## src/rtl/ctrl_mc_if.sv

```systemverilog
// Control/status bundle between the SISC multi-cycle controller and its datapath.
// The master side is the controller; the slave side is the datapath/memory.
interface ctrl_mc_if #(
  parameter int unsigned CNT_W = 16
);
  logic [3:0]       opcode;
  logic [3:0]       mm;
  logic [3:0]       stat;
  logic             mem_rdy;
  logic             run;

  logic             ir_load;
  logic             pc_write;
  logic             pc_sel;
  logic             pc_rst;
  logic             br_sel;
  logic             rb_sel;
  logic             rf_we;
  logic             wb_sel;
  logic [1:0]       alu_op;
  logic             mem_req;
  logic             mem_we;
  logic             halted;
  logic             err;
  logic [CNT_W-1:0] instr_cnt;

  modport master (
    input  opcode, mm, stat, mem_rdy, run,
    output ir_load, pc_write, pc_sel, pc_rst, br_sel, rb_sel, rf_we, wb_sel,
           alu_op, mem_req, mem_we, halted, err, instr_cnt
  );

  modport slave (
    output opcode, mm, stat, mem_rdy, run,
    input  ir_load, pc_write, pc_sel, pc_rst, br_sel, rb_sel, rf_we, wb_sel,
           alu_op, mem_req, mem_we, halted, err, instr_cnt
  );
endinterface

```

## src/rtl/ctrl_mc.sv

```systemverilog
// Multi-cycle SISC control FSM: fetch/decode/execute/mem/writeback sequencing with
// memory wait states, timeout, HALT/resume, sticky ERROR and a retired-instruction count.
module ctrl_mc #(
  parameter int unsigned CNT_W   = 16,
  parameter int unsigned TIMEOUT = 15,
  parameter logic [3:0]  IMM_MM  = 4'b1000
) (
  input  logic      clk,
  input  logic      rst_f,
  ctrl_mc_if.master bus
);

  localparam int unsigned WAIT_W = (TIMEOUT < 2) ? 1 : $clog2(TIMEOUT + 1);

  typedef enum logic [3:0] {
    S_START0,
    S_START1,
    S_FETCH,
    S_DECODE,
    S_EXECUTE,
    S_MEM,
    S_WRITEBACK,
    S_SWAP2,
    S_HALT,
    S_ERROR
  } state_e;

  typedef enum logic [3:0] {
    OP_NOOP = 4'd0,
    OP_LOD  = 4'd1,
    OP_STR  = 4'd2,
    OP_SWP  = 4'd3,
    OP_BRA  = 4'd4,
    OP_BRR  = 4'd5,
    OP_BNE  = 4'd6,
    OP_BNR  = 4'd7,
    OP_ALU  = 4'd8,
    OP_HLT  = 4'd15
  } opcode_e;

  typedef enum logic [1:0] {
    ALU_REG  = 2'b00,
    ALU_IMM  = 2'b01,
    ALU_PASS = 2'b10
  } alu_op_e;

  state_e            state_q, state_d;
  logic [WAIT_W-1:0] wait_q, wait_d;
  logic [CNT_W-1:0]  cnt_q, cnt_d;

  logic    retire;
  logic    timeout_hit;
  logic    flag_hit;
  logic    br_taken;
  alu_op_e alu_arith;

  logic    ir_load, pc_write, pc_sel, pc_rst, br_sel, rb_sel, rf_we, wb_sel;
  logic    mem_req, mem_we, halted, err;
  alu_op_e alu_op;

  always_comb begin
    timeout_hit = (TIMEOUT != 0) && (wait_q == WAIT_W'(TIMEOUT)) && !bus.mem_rdy;
    flag_hit    = |(bus.stat & bus.mm);
    // BRA/BRR branch on any selected flag set; BNE/BNR on all selected flags clear.
    br_taken    = ((bus.opcode == OP_BRA) || (bus.opcode == OP_BRR)) ? flag_hit : !flag_hit;
    if (bus.mm == IMM_MM) alu_arith = ALU_IMM;
    else                  alu_arith = ALU_REG;
  end

  always_comb begin
    state_d  = state_q;
    retire   = 1'b0;
    ir_load  = 1'b0;
    pc_write = 1'b0;
    pc_sel   = 1'b0;
    pc_rst   = 1'b0;
    br_sel   = 1'b0;
    rb_sel   = 1'b0;
    rf_we    = 1'b0;
    wb_sel   = 1'b0;
    alu_op   = ALU_PASS;
    mem_req  = 1'b0;
    mem_we   = 1'b0;
    halted   = 1'b0;
    err      = 1'b0;

    unique case (state_q)
      S_START0: begin
        pc_rst  = 1'b1;
        state_d = S_START1;
      end
      S_START1: begin
        pc_rst  = 1'b1;
        state_d = S_FETCH;
      end
      S_FETCH: begin
        mem_req = 1'b1;
        if (bus.mem_rdy) begin
          ir_load  = 1'b1;
          pc_write = 1'b1;
          state_d  = S_DECODE;
        end else if (timeout_hit) begin
          state_d = S_ERROR;
        end
      end
      S_DECODE: begin
        case (bus.opcode)
          OP_NOOP: begin
            retire  = 1'b1;
            state_d = S_FETCH;
          end
          OP_BRA, OP_BRR, OP_BNE, OP_BNR: begin
            br_sel   = (bus.opcode == OP_BRA) || (bus.opcode == OP_BNE);
            pc_write = br_taken;
            pc_sel   = br_taken;
            retire   = 1'b1;
            state_d  = S_FETCH;
          end
          OP_HLT: begin
            retire  = 1'b1;
            state_d = S_HALT;
          end
          OP_ALU, OP_LOD, OP_STR, OP_SWP: state_d = S_EXECUTE;
          default:                        state_d = S_ERROR;
        endcase
      end
      S_EXECUTE: begin
        case (bus.opcode)
          OP_ALU: begin
            alu_op  = alu_arith;
            state_d = S_WRITEBACK;
          end
          OP_LOD, OP_STR: begin
            alu_op  = ALU_IMM;
            state_d = S_MEM;
          end
          OP_SWP:  state_d = S_WRITEBACK;
          default: state_d = S_ERROR;
        endcase
      end
      S_MEM: begin
        mem_req = 1'b1;
        mem_we  = (bus.opcode == OP_STR);
        if (bus.mem_rdy) begin
          if (bus.opcode == OP_STR) begin
            retire  = 1'b1;
            state_d = S_FETCH;
          end else begin
            state_d = S_WRITEBACK;
          end
        end else if (timeout_hit) begin
          state_d = S_ERROR;
        end
      end
      S_WRITEBACK: begin
        rf_we  = 1'b1;
        wb_sel = (bus.opcode == OP_LOD);
        if (bus.opcode == OP_ALU) alu_op = alu_arith;
        if (bus.opcode == OP_SWP) begin
          state_d = S_SWAP2;
        end else begin
          retire  = 1'b1;
          state_d = S_FETCH;
        end
      end
      S_SWAP2: begin
        rf_we   = 1'b1;
        rb_sel  = 1'b1;
        retire  = 1'b1;
        state_d = S_FETCH;
      end
      S_HALT: begin
        halted = 1'b1;
        if (bus.run) state_d = S_FETCH;
      end
      S_ERROR: begin
        err = 1'b1;
      end
      default: state_d = S_ERROR;
    endcase
  end

  // mem_req only exists in FETCH/MEM, so any state change clears the wait count.
  always_comb begin
    if (mem_req && !bus.mem_rdy && (state_d == state_q)) wait_d = wait_q + WAIT_W'(1);
    else                                                 wait_d = '0;
    if (retire) cnt_d = cnt_q + CNT_W'(1);
    else        cnt_d = cnt_q;
  end

  always_ff @(posedge clk or negedge rst_f) begin
    if (!rst_f) begin
      state_q <= S_START0;
      wait_q  <= '0;
      cnt_q   <= '0;
    end else begin
      state_q <= state_d;
      wait_q  <= wait_d;
      cnt_q   <= cnt_d;
    end
  end

  assign bus.ir_load   = ir_load;
  assign bus.pc_write  = pc_write;
  assign bus.pc_sel    = pc_sel;
  assign bus.pc_rst    = pc_rst;
  assign bus.br_sel    = br_sel;
  assign bus.rb_sel    = rb_sel;
  assign bus.rf_we     = rf_we;
  assign bus.wb_sel    = wb_sel;
  assign bus.alu_op    = alu_op;
  assign bus.mem_req   = mem_req;
  assign bus.mem_we    = mem_we;
  assign bus.halted    = halted;
  assign bus.err       = err;
  assign bus.instr_cnt = cnt_q;

endmodule

```

## src/flat_wrapper.sv

```systemverilog
// flat-port wrapper written by rule: the top's interface ports become plain ports
module ctrl_mc_flat 
#(
  parameter int unsigned CNT_W   = 16,
  parameter int unsigned TIMEOUT = 15,
  parameter logic [3:0]  IMM_MM  = 4'b1000
)
  (clk, rst_f, bus_opcode, bus_mm, bus_stat, bus_mem_rdy, bus_run, bus_ir_load, bus_pc_write, bus_pc_sel, bus_pc_rst, bus_br_sel, bus_rb_sel, bus_rf_we, bus_wb_sel, bus_alu_op, bus_mem_req, bus_mem_we, bus_halted, bus_err, bus_instr_cnt);
  ctrl_mc_if #(.CNT_W(CNT_W)) bus_i ();
  input  logic clk;
  input  logic rst_f;
  input wire logic [$bits(bus_i.opcode)-1:0] bus_opcode;
  input wire logic [$bits(bus_i.mm)-1:0] bus_mm;
  input wire logic [$bits(bus_i.stat)-1:0] bus_stat;
  input wire logic [$bits(bus_i.mem_rdy)-1:0] bus_mem_rdy;
  input wire logic [$bits(bus_i.run)-1:0] bus_run;
  output wire logic [$bits(bus_i.ir_load)-1:0] bus_ir_load;
  output wire logic [$bits(bus_i.pc_write)-1:0] bus_pc_write;
  output wire logic [$bits(bus_i.pc_sel)-1:0] bus_pc_sel;
  output wire logic [$bits(bus_i.pc_rst)-1:0] bus_pc_rst;
  output wire logic [$bits(bus_i.br_sel)-1:0] bus_br_sel;
  output wire logic [$bits(bus_i.rb_sel)-1:0] bus_rb_sel;
  output wire logic [$bits(bus_i.rf_we)-1:0] bus_rf_we;
  output wire logic [$bits(bus_i.wb_sel)-1:0] bus_wb_sel;
  output wire logic [$bits(bus_i.alu_op)-1:0] bus_alu_op;
  output wire logic [$bits(bus_i.mem_req)-1:0] bus_mem_req;
  output wire logic [$bits(bus_i.mem_we)-1:0] bus_mem_we;
  output wire logic [$bits(bus_i.halted)-1:0] bus_halted;
  output wire logic [$bits(bus_i.err)-1:0] bus_err;
  output wire logic [$bits(bus_i.instr_cnt)-1:0] bus_instr_cnt;
  assign bus_i.opcode = bus_opcode;
  assign bus_i.mm = bus_mm;
  assign bus_i.stat = bus_stat;
  assign bus_i.mem_rdy = bus_mem_rdy;
  assign bus_i.run = bus_run;
  assign bus_ir_load = bus_i.ir_load;
  assign bus_pc_write = bus_i.pc_write;
  assign bus_pc_sel = bus_i.pc_sel;
  assign bus_pc_rst = bus_i.pc_rst;
  assign bus_br_sel = bus_i.br_sel;
  assign bus_rb_sel = bus_i.rb_sel;
  assign bus_rf_we = bus_i.rf_we;
  assign bus_wb_sel = bus_i.wb_sel;
  assign bus_alu_op = bus_i.alu_op;
  assign bus_mem_req = bus_i.mem_req;
  assign bus_mem_we = bus_i.mem_we;
  assign bus_halted = bus_i.halted;
  assign bus_err = bus_i.err;
  assign bus_instr_cnt = bus_i.instr_cnt;
  ctrl_mc #(.CNT_W(CNT_W), .TIMEOUT(TIMEOUT), .IMM_MM(IMM_MM)) u_core (.clk(clk), .rst_f(rst_f), .bus(bus_i));
endmodule
```

## config.mk

```make
export PLATFORM = sky130hd
export DESIGN_NAME = ctrl_mc_flat
export DESIGN_NICKNAME = d
export VERILOG_FILES = /design/src/rtl/ctrl_mc_if.sv /design/src/rtl/ctrl_mc.sv /design/src/flat_wrapper.sv
export SDC_FILE = /design/constraint.sdc
export NUM_CORES = 1
export LEC_CHECK = 0
export CORE_AREA = 8 8 60 72
export DETAILED_ROUTE_END_ITERATION = 6
export DIE_AREA = 0 0 68 80
export HOLD_SLACK_MARGIN = 0.12
export PLACE_DENSITY = 0.9
export SYNTH_ARGS = -nofsm -noshare
export SYNTH_HDL_FRONTEND = slang
export SYNTH_SLANG_ARGS = --single-unit
```

## constraint.sdc

```tcl
create_clock -name clk -period 6.3 [get_ports clk]
set_clock_uncertainty 0.2 [all_clocks]
set_input_delay 0.63 -clock clk [delete_from_list [all_inputs] [get_ports clk]]
set_output_delay 0.63 -clock clk [all_outputs]
set_load 0.1 [all_outputs]
```

After elaboration in Yosys (flattened, before gate mapping)
Cells that the tools add are included.

word-level totals
  output and inout bits = 30
  input port bits = 16
  flip-flop bits (word level) = 24
  word-level logic and storage cells = 82

cells by class
  bitwise operators = 1
  multiplexer cells = 35
  add/subtract/negate cells = 2
  eq/ne operators = 21
  reduce and logical (&&, ||, !) cells = 20

operators with widths
  cell                                            number
  one-hot mux 4 bit (9 select lines)              1
  == test 4 x 3 -> 1 bit (second input constant)  8
  == test 4 bit (second input constant)           6
  2-to-1 mux 1 bit                                20
  2-to-1 mux 4 bit                                5
  adder 16 x 1 -> 16 bit (second input constant)  1
  == test 4 x 2 -> 1 bit (second input constant)  4
  one-hot mux 4 bit (3 select lines)              1
  OR reduction 2 bit                              6
  OR reduction 4 bit                              3
  == test 4 x 1 -> 1 bit (second input constant)  2
  logical NOT 4 bit                               2
  one-hot mux 2 bit (2 select lines)              2
  one-hot mux 4 bit (2 select lines)              1
  2-to-1 mux 3 bit                                2
  OR reduction 6 bit                              1
  OR reduction 5 bit                              1
  adder 4 x 1 -> 4 bit (second input constant)    1
  bitwise AND 4 bit                               1
  == test 4 bit                                   1
  one-hot mux 1 bit (4 select lines)              1
  logical AND 1 bit                               3
  logical NOT 1 bit                               2
  logical OR 1 bit                                2
  2 further kinds                                 2

Logic depth before layout (Yosys ltp)
Gate-level depths: netlist of the first run.

  word-level depth = 8
  mapped depth = 7

Worst setup path before layout of the first run
OpenSTA, ideal clock, no wires.

  kind = input -> output
  start = input port bus_opcode[1]
  end = output port bus_alu_op[0]
  cell stages on the path = 5
  data arrival time = 3989 ps
  slack = 1481 ps
  required time = 5470 ps
  path through = buf_2 xnor2_1 nor3_1 a41oi_1 nor4_1

on the way
  cells in the longest elaborated chain, start to end = 4

RTL lines
  element                                                           line                source
  start: declaration                                                flat_wrapper.sv:12  input wire logic [$bits(bus_i.opcode)-1:0] bus_opcode;
  == test 4 x 1 -> 1 bit or == test 4 x 2 -> 1 bit (tied branches)  ctrl_mc.sv:128      case (bus.opcode)
  OR reduction 2 bit                                                ctrl_mc.sv:128
  one-hot mux 2 bit (2 select lines)                                ctrl_mc.sv:128
  one-hot mux 2 bit (2 select lines) (*)                            ctrl_mc.sv:87       unique case (state_q)
  end: declaration                                                  flat_wrapper.sv:25  output wire logic [$bits(bus_i.alu_op)-1:0] bus_alu_op;

Mark *: on every way between the ends. The rest lies on a longest branch, timed or not.

Worst setup path in the final report of the first run
Ends and elaborated chain as after synthesis.

==> flow_summary.ini, run 1 <==
[worst_setup_path]
cpMostUsedCell = clkdlybuf4s50_1
reg2reg_slack_ps = 3840
r2r-end = u_core.bus.instr_cnt[1]
cp_data_required_time_ps = 5470
cpLargestDelayFamily = buffers and inverters
timing.critical_path.cells = clkdlybuf4s50_1, xnor2_1, nor3_1, a41oi_1, nor4_1, clkdlybuf4s50_1
startpoint = bus_opcode[1]
arrival_ps = 3230
crit_path_max_incr_delay_ps = 1190
slowest_stage = clkdlybuf4s50_1
critPathKind = in2out
reg2reg_from = u_core.state_q[0]
cp_num_buf_inv = 2
rr_worst_depth = 4
cp-start-kind = input port
cp_max_fo = 13
critPathCaptureType = output pin

[die]
rows = 23
fp.dieArea_sq_um = 5440
fp.dieH_um = 80
core_sq_um = 3220
die_width_um = 68
ios = 46
start_util_pct = 48.4

[finish]
num-fill-cells = 267
multiInputGateArea_sq_um = 892
drive_above_1_share_pct = 6.80
seqCellArea_sq_um = 601
final_nets = 225
synthToLayoutAreaGrowth_pct = 32.8
n_antenna_cell = 0
final_util_pct = 64.3

[cts]
tritoncts = done
clock_latency_ps = 260
clk_pin_slew_ps = 90
cts_root_buf = clkbuf_8
clockBufferDepth = 2
h-tree-depth = 1
cts_resized = 0
postCtsSetupRepairBufs = 0
numCtsBuffers = 3
clock_sinks = 24
ctsHoldBuffers = 0

[placement]
dp.final_hpwl_mm = 2.84
gp_congestion = 0.829
port_buffers = 45

[run]
cap_violations = 0

[hold_path]
min_path_cells = 1
hp-start = u_core.wait_q[0]
hold_path_class = reg2reg
hold_path_end = u_core.wait_q[0]

[sta]
drv_slew = 0
hold_viol = 0
setup_viol = 0
fin_tns_setup_ps = 0
rsz0062_at_grt = no
period_share_pct = 64.4
fmax_ghz = 0.247
fin_crit_ps = 4060
tightest_slew_ps = 1010
slew_headroom_pct = 32.3

[synthesis]
async_reset_ff_share_pct = 100
ys_ff_latch = 24
yosysWarnings = 0
netlist_area_sq_um = 1560
ys_top_cells_by_count = dfrtp_1 (24), nor2_1 (16), xor2_1 (14)
postSynthAreaPerCell_sq_um = 9.34
synth_flop_cell = dfrtp_1
ys_top_cells_by_area = dfrtp_1 (38%), xor2_1 (7.9%), nor2_1 (3.8%)
syn-num-nets = 185
yosysMostFrequentCell = dfrtp_1
synthCells = 167
synth_top_cell_area_share_pct = 38.5
ys_types = 48
yosys.area.top_type = dfrtp_1
synth-seq-area-share_pct = 38.5
synth_edf_count = 0

[route]
firstDrtPassIters = 4
drt_iter0_markers = 97
vias_per_cell = 5.89
drc = 0
vias = 1432
ant_nets = 0
wl_per_cell_um = 15.4
routed_wirelength_mm = 3.75

[pwr]
power_mw = 0.810
powerDensity_nw_per_um2 = 391
peakVddDrop_uv = 488
leakage_nw = 0.881

[global_routing]
grt_pass1_wl_mm = 6.23
antenna_found_initial = 0
grt_overflow = 0
grtUsageTotal_pct = 14.1
grt_pass1_vias = 1406
grt_max_degree = 25

[status]
status = completed
[through the flow]
stage                     area, sq um  instances  hold slack [ps]  worst slack [ps]
after floorplan                  1560        167              134              1480
after global placement           2000        239              257              2330
after detailed placement         2000        239              279              2260
after CTS                        2070        243              292              2220
after global routing             2070        243              314              2100
final                            2070        243              284              2240
[cell type report]
cell class / instances / share of cell area (%)
inverter: 3 / 0.543
tap: 37 / 2.23
sequential: 24 / 29.0
clock buffer: 3 / 1.99
clock inverter: 1 / 1.45
timing repair buffer: 45 / 21.7
multi-input combinational: 130 / 43.1
[routing by layer]
| layer | vias up | track usage, % | wire length, um |
|---|---|---|---|
| met5 | - | 0 | 0 |
| met4 | 0 | 5.95 | 48 |
| met3 | 4 | 2.53 | 319 |
| met2 | 55 | 24.0 | 1910 |
| met1 | 686 | 16.7 | 1470 |
| li1 | 687 | - | - |
[how the worst max path moves through the flow]
stage | endpoint | slack (ps) | cells after the start
after floorplan | bus_alu_op[0] | 1480 | 5
after global placement | bus_alu_op[0] | 2330 | 6
after detailed placement | bus_alu_op[0] | 2260 | 6
after CTS | bus_alu_op[0] | 2220 | 6
after global routing | bus_alu_op[0] | 2100 | 6
final | bus_alu_op[0] | 2240 | 6
[worst register-to-register path, delay by kind of cell, from the launching register on]
family / cells / cell delay, ps
mux: 1 / 400
compound gates: 2 / 720
simple gates: 1 / 490
flops: 1 / 550
[cell families (layout without fill, tap and decap cells)]
kind of cell / count (synthesis) / after routing / synth area share [%]
and+or+nand+nor: 84 / 84 / 33.0
AOI/OAI and AO/OA: 24 / 24 / 11.2
DFF: 24 / 24 / 38.5
xor gates and xnor gates: 19 / 19 / 10.7
buffers and inverters: 13 / 52 / 4.33
adders and majority gates: 2 / 2 / 1.60
muxes: 1 / 1 / 0.722
[layout by cell type (no fill, tap or decap), types with 2 or more instances in the layout]
cell type        count
ha_1                 2
nand4_1              3
nor3_1               8
nand2_1              6
dfrtp_1             24
or3_1                2
nand3b_1             3
and2_1               3
xnor2_1              5
and3_1               3
clkdlybuf4s50_1     45
o21ai_0              5
a21oi_1              6
nand3_1             11
inv_1                3
nor4_1               8
nor2_1              16
nor4b_1              4
nor3b_1              3
xor2_1              14
and3b_1              2
nand2b_1             2
clkbuf_8             3
[flip-flops by register name, summed over array words and instances (netlist names)]
name	cells
u_core.state_q	4
u_core.wait_q	4
u_core.bus.instr_cnt	16
[where the power goes]
| group | switching (mW) | internal [mW] | total, mW |
|---|---|---|---|
| Combinational | 0.311 | 0.123 | 0.434 |
| Clock | 0.0475 | 0.0849 | 0.132 |
| Sequential | 0.0636 | 0.180 | 0.243 |
Note: power is estimated with default switching activity, not from simulation.
==> inputs of run 2 (changes only) <==
Settings changed: CORE_AREA 8 8 60 72 to 8 8 62 75, DIE_AREA 0 0 68 80 to 0 0 70 83, PLACE_DENSITY 0.9 to 0.84.
Clock period 6.3 ns to 3.9 ns, I/O delays scaled along.
==> flow_summary.ini, run 2 (same netlist as run 1, synthesis figures left out) <==
[status]
status = completed

[hold_path]
min_path_cells = 1
hp-start = u_core.bus.instr_cnt[15]
hold_path_class = reg2reg
hold_path_end = u_core.bus.instr_cnt[15]

[sta]
drv_slew = 0
hold_viol = 0
tightest_slew_ps = 1010
fmax_ghz = 0.356
fin_tns_setup_ps = 0
setup_viol = 0
rsz0062_at_grt = no
slew_headroom_pct = 32.4
fin_crit_ps = 2810
period_share_pct = 72.0

[route]
drc = 0
ant_nets = 0
vias_per_cell = 5.75
vias = 1408
drt_iter0_markers = 57
firstDrtPassIters = 4
routed_wirelength_mm = 3.58
wl_per_cell_um = 14.6

[pwr]
powerDensity_nw_per_um2 = 614
leakage_nw = 0.898
peakVddDrop_uv = 857
power_mw = 1.25

[worst_setup_path]
critPathCaptureType = output pin
arrival_ps = 2220
critPathKind = reg2out
cp-start-kind = flop
rr_worst_depth = 4
crit_path_max_incr_delay_ps = 1160
r2r-end = u_core.bus.instr_cnt[1]
timing.critical_path.cells = nor3_1, clkdlybuf4s50_1
slowest_stage = clkdlybuf4s50_1
reg2reg_slack_ps = 1440
cp_max_fo = 16
cpLargestDelayFamily = buffers and inverters
cp_data_required_time_ps = 3310
cp_num_buf_inv = 1
reg2reg_from = u_core.state_q[0]
startpoint = u_core.state_q[2]

[placement]
gp_congestion = 0.815
port_buffers = 45
dp.final_hpwl_mm = 2.79
post_dp_cell_area_sq_um = 1980

[cts]
clockBufferDepth = 2
cts_root_buf = clkbuf_8
tritoncts = done
ctsHoldBuffers = 0
clock_sinks = 24
cts_resized = 0
clk_pin_slew_ps = 80
clock_latency_ps = 260
postCtsSetupRepairBufs = 0
numCtsBuffers = 3
h-tree-depth = 1

[finish]
drive_above_1_share_pct = 14.1
final_util_pct = 58.5
synthToLayoutAreaGrowth_pct = 30.6
largest_register_ffs = 16
seqCellArea_sq_um = 601
final_nets = 225
multiInputGateArea_sq_um = 905
n_antenna_cell = 0
fin_area_sq_um = 2040
mostFrequentLayoutCell = clkdlybuf4s50_1
num-fill-cells = 300
final_cell_mix = clkdlybuf4s50_1 (32), dfrtp_1 (24), nor2_1 (16)

[die]
core_sq_um = 3480
die_width_um = 70
fp.dieArea_sq_um = 5810
fp.dieH_um = 83
start_util_pct = 44.8
ios = 46
rows = 24

[global_routing]
grt_overflow = 0
grt_max_degree = 25
grt_pass1_vias = 1397
grtUsageTotal_pct = 12.3
grt_pass1_wl_mm = 6.22
antenna_found_initial = 0

[run]
cap_violations = 0
[run 2: cell types whose count changed in the layout (fill, tap and decap cells not counted), sizes merged]
cell	delta
buf	+13
bufinv	-1
clkbuf	+1
clkdlybuf4s50	-13
[run 2: metal layers]
layer	global-route usage [%]	routed length, um	vias to the layer above
met5	0	0	-
met4	4.58	68	0
met3	4.64	330	7
met2	20.6	1730	55
met1	13.7	1460	660
li1	-	-	686
[run 2: worst max path at each step]
stage / to / slack, ps / cells past startpoint
2_1_floorplan: u_core.state_q[0] / 230 / 5
3_3_place_gp: u_core.bus.instr_cnt[1] / 1000 / 5
3_5_place_dp: u_core.bus.instr_cnt[1] / 970 / 5
4_1_cts: bus_alu_op[1] / 1090 / 6
5_1_grt: bus_alu_op[1] / 920 / 6
6_report: bus_pc_rst / 1090 / 2
[run 2: layout make-up]
| class | instances | area share, % |
|---|---|---|
| Sequential cell | 24 | 29.5 |
| Tap cell | 39 | 2.39 |
| Multi-Input combinational cell | 130 | 44.4 |
| Clock buffer | 4 | 2.70 |
| Inverter | 3 | 0.552 |
| Timing Repair Buffer | 45 | 20.5 |
[run 2: stage by stage]
step / instances / hold WS (ps) / setup WS (ps)
CTS: 245 / 272 / 1090
floorplan: 167 / -106 / 235
global route: 245 / 279 / 917
detailed placement: 241 / 261 / 967
global placement: 241 / 255 / 997
finish: 245 / 267 / 1090
[run 2: power by group]
part / switching, mW / leakage, nW / internal (mW)
logic: 0.501 / 0.546 / 0.192
registers: 0.101 / 0.323 / 0.291
clock network: 0.0756 / 0.0288 / 0.0901
total: 0.679 / 0.898 / 0.572
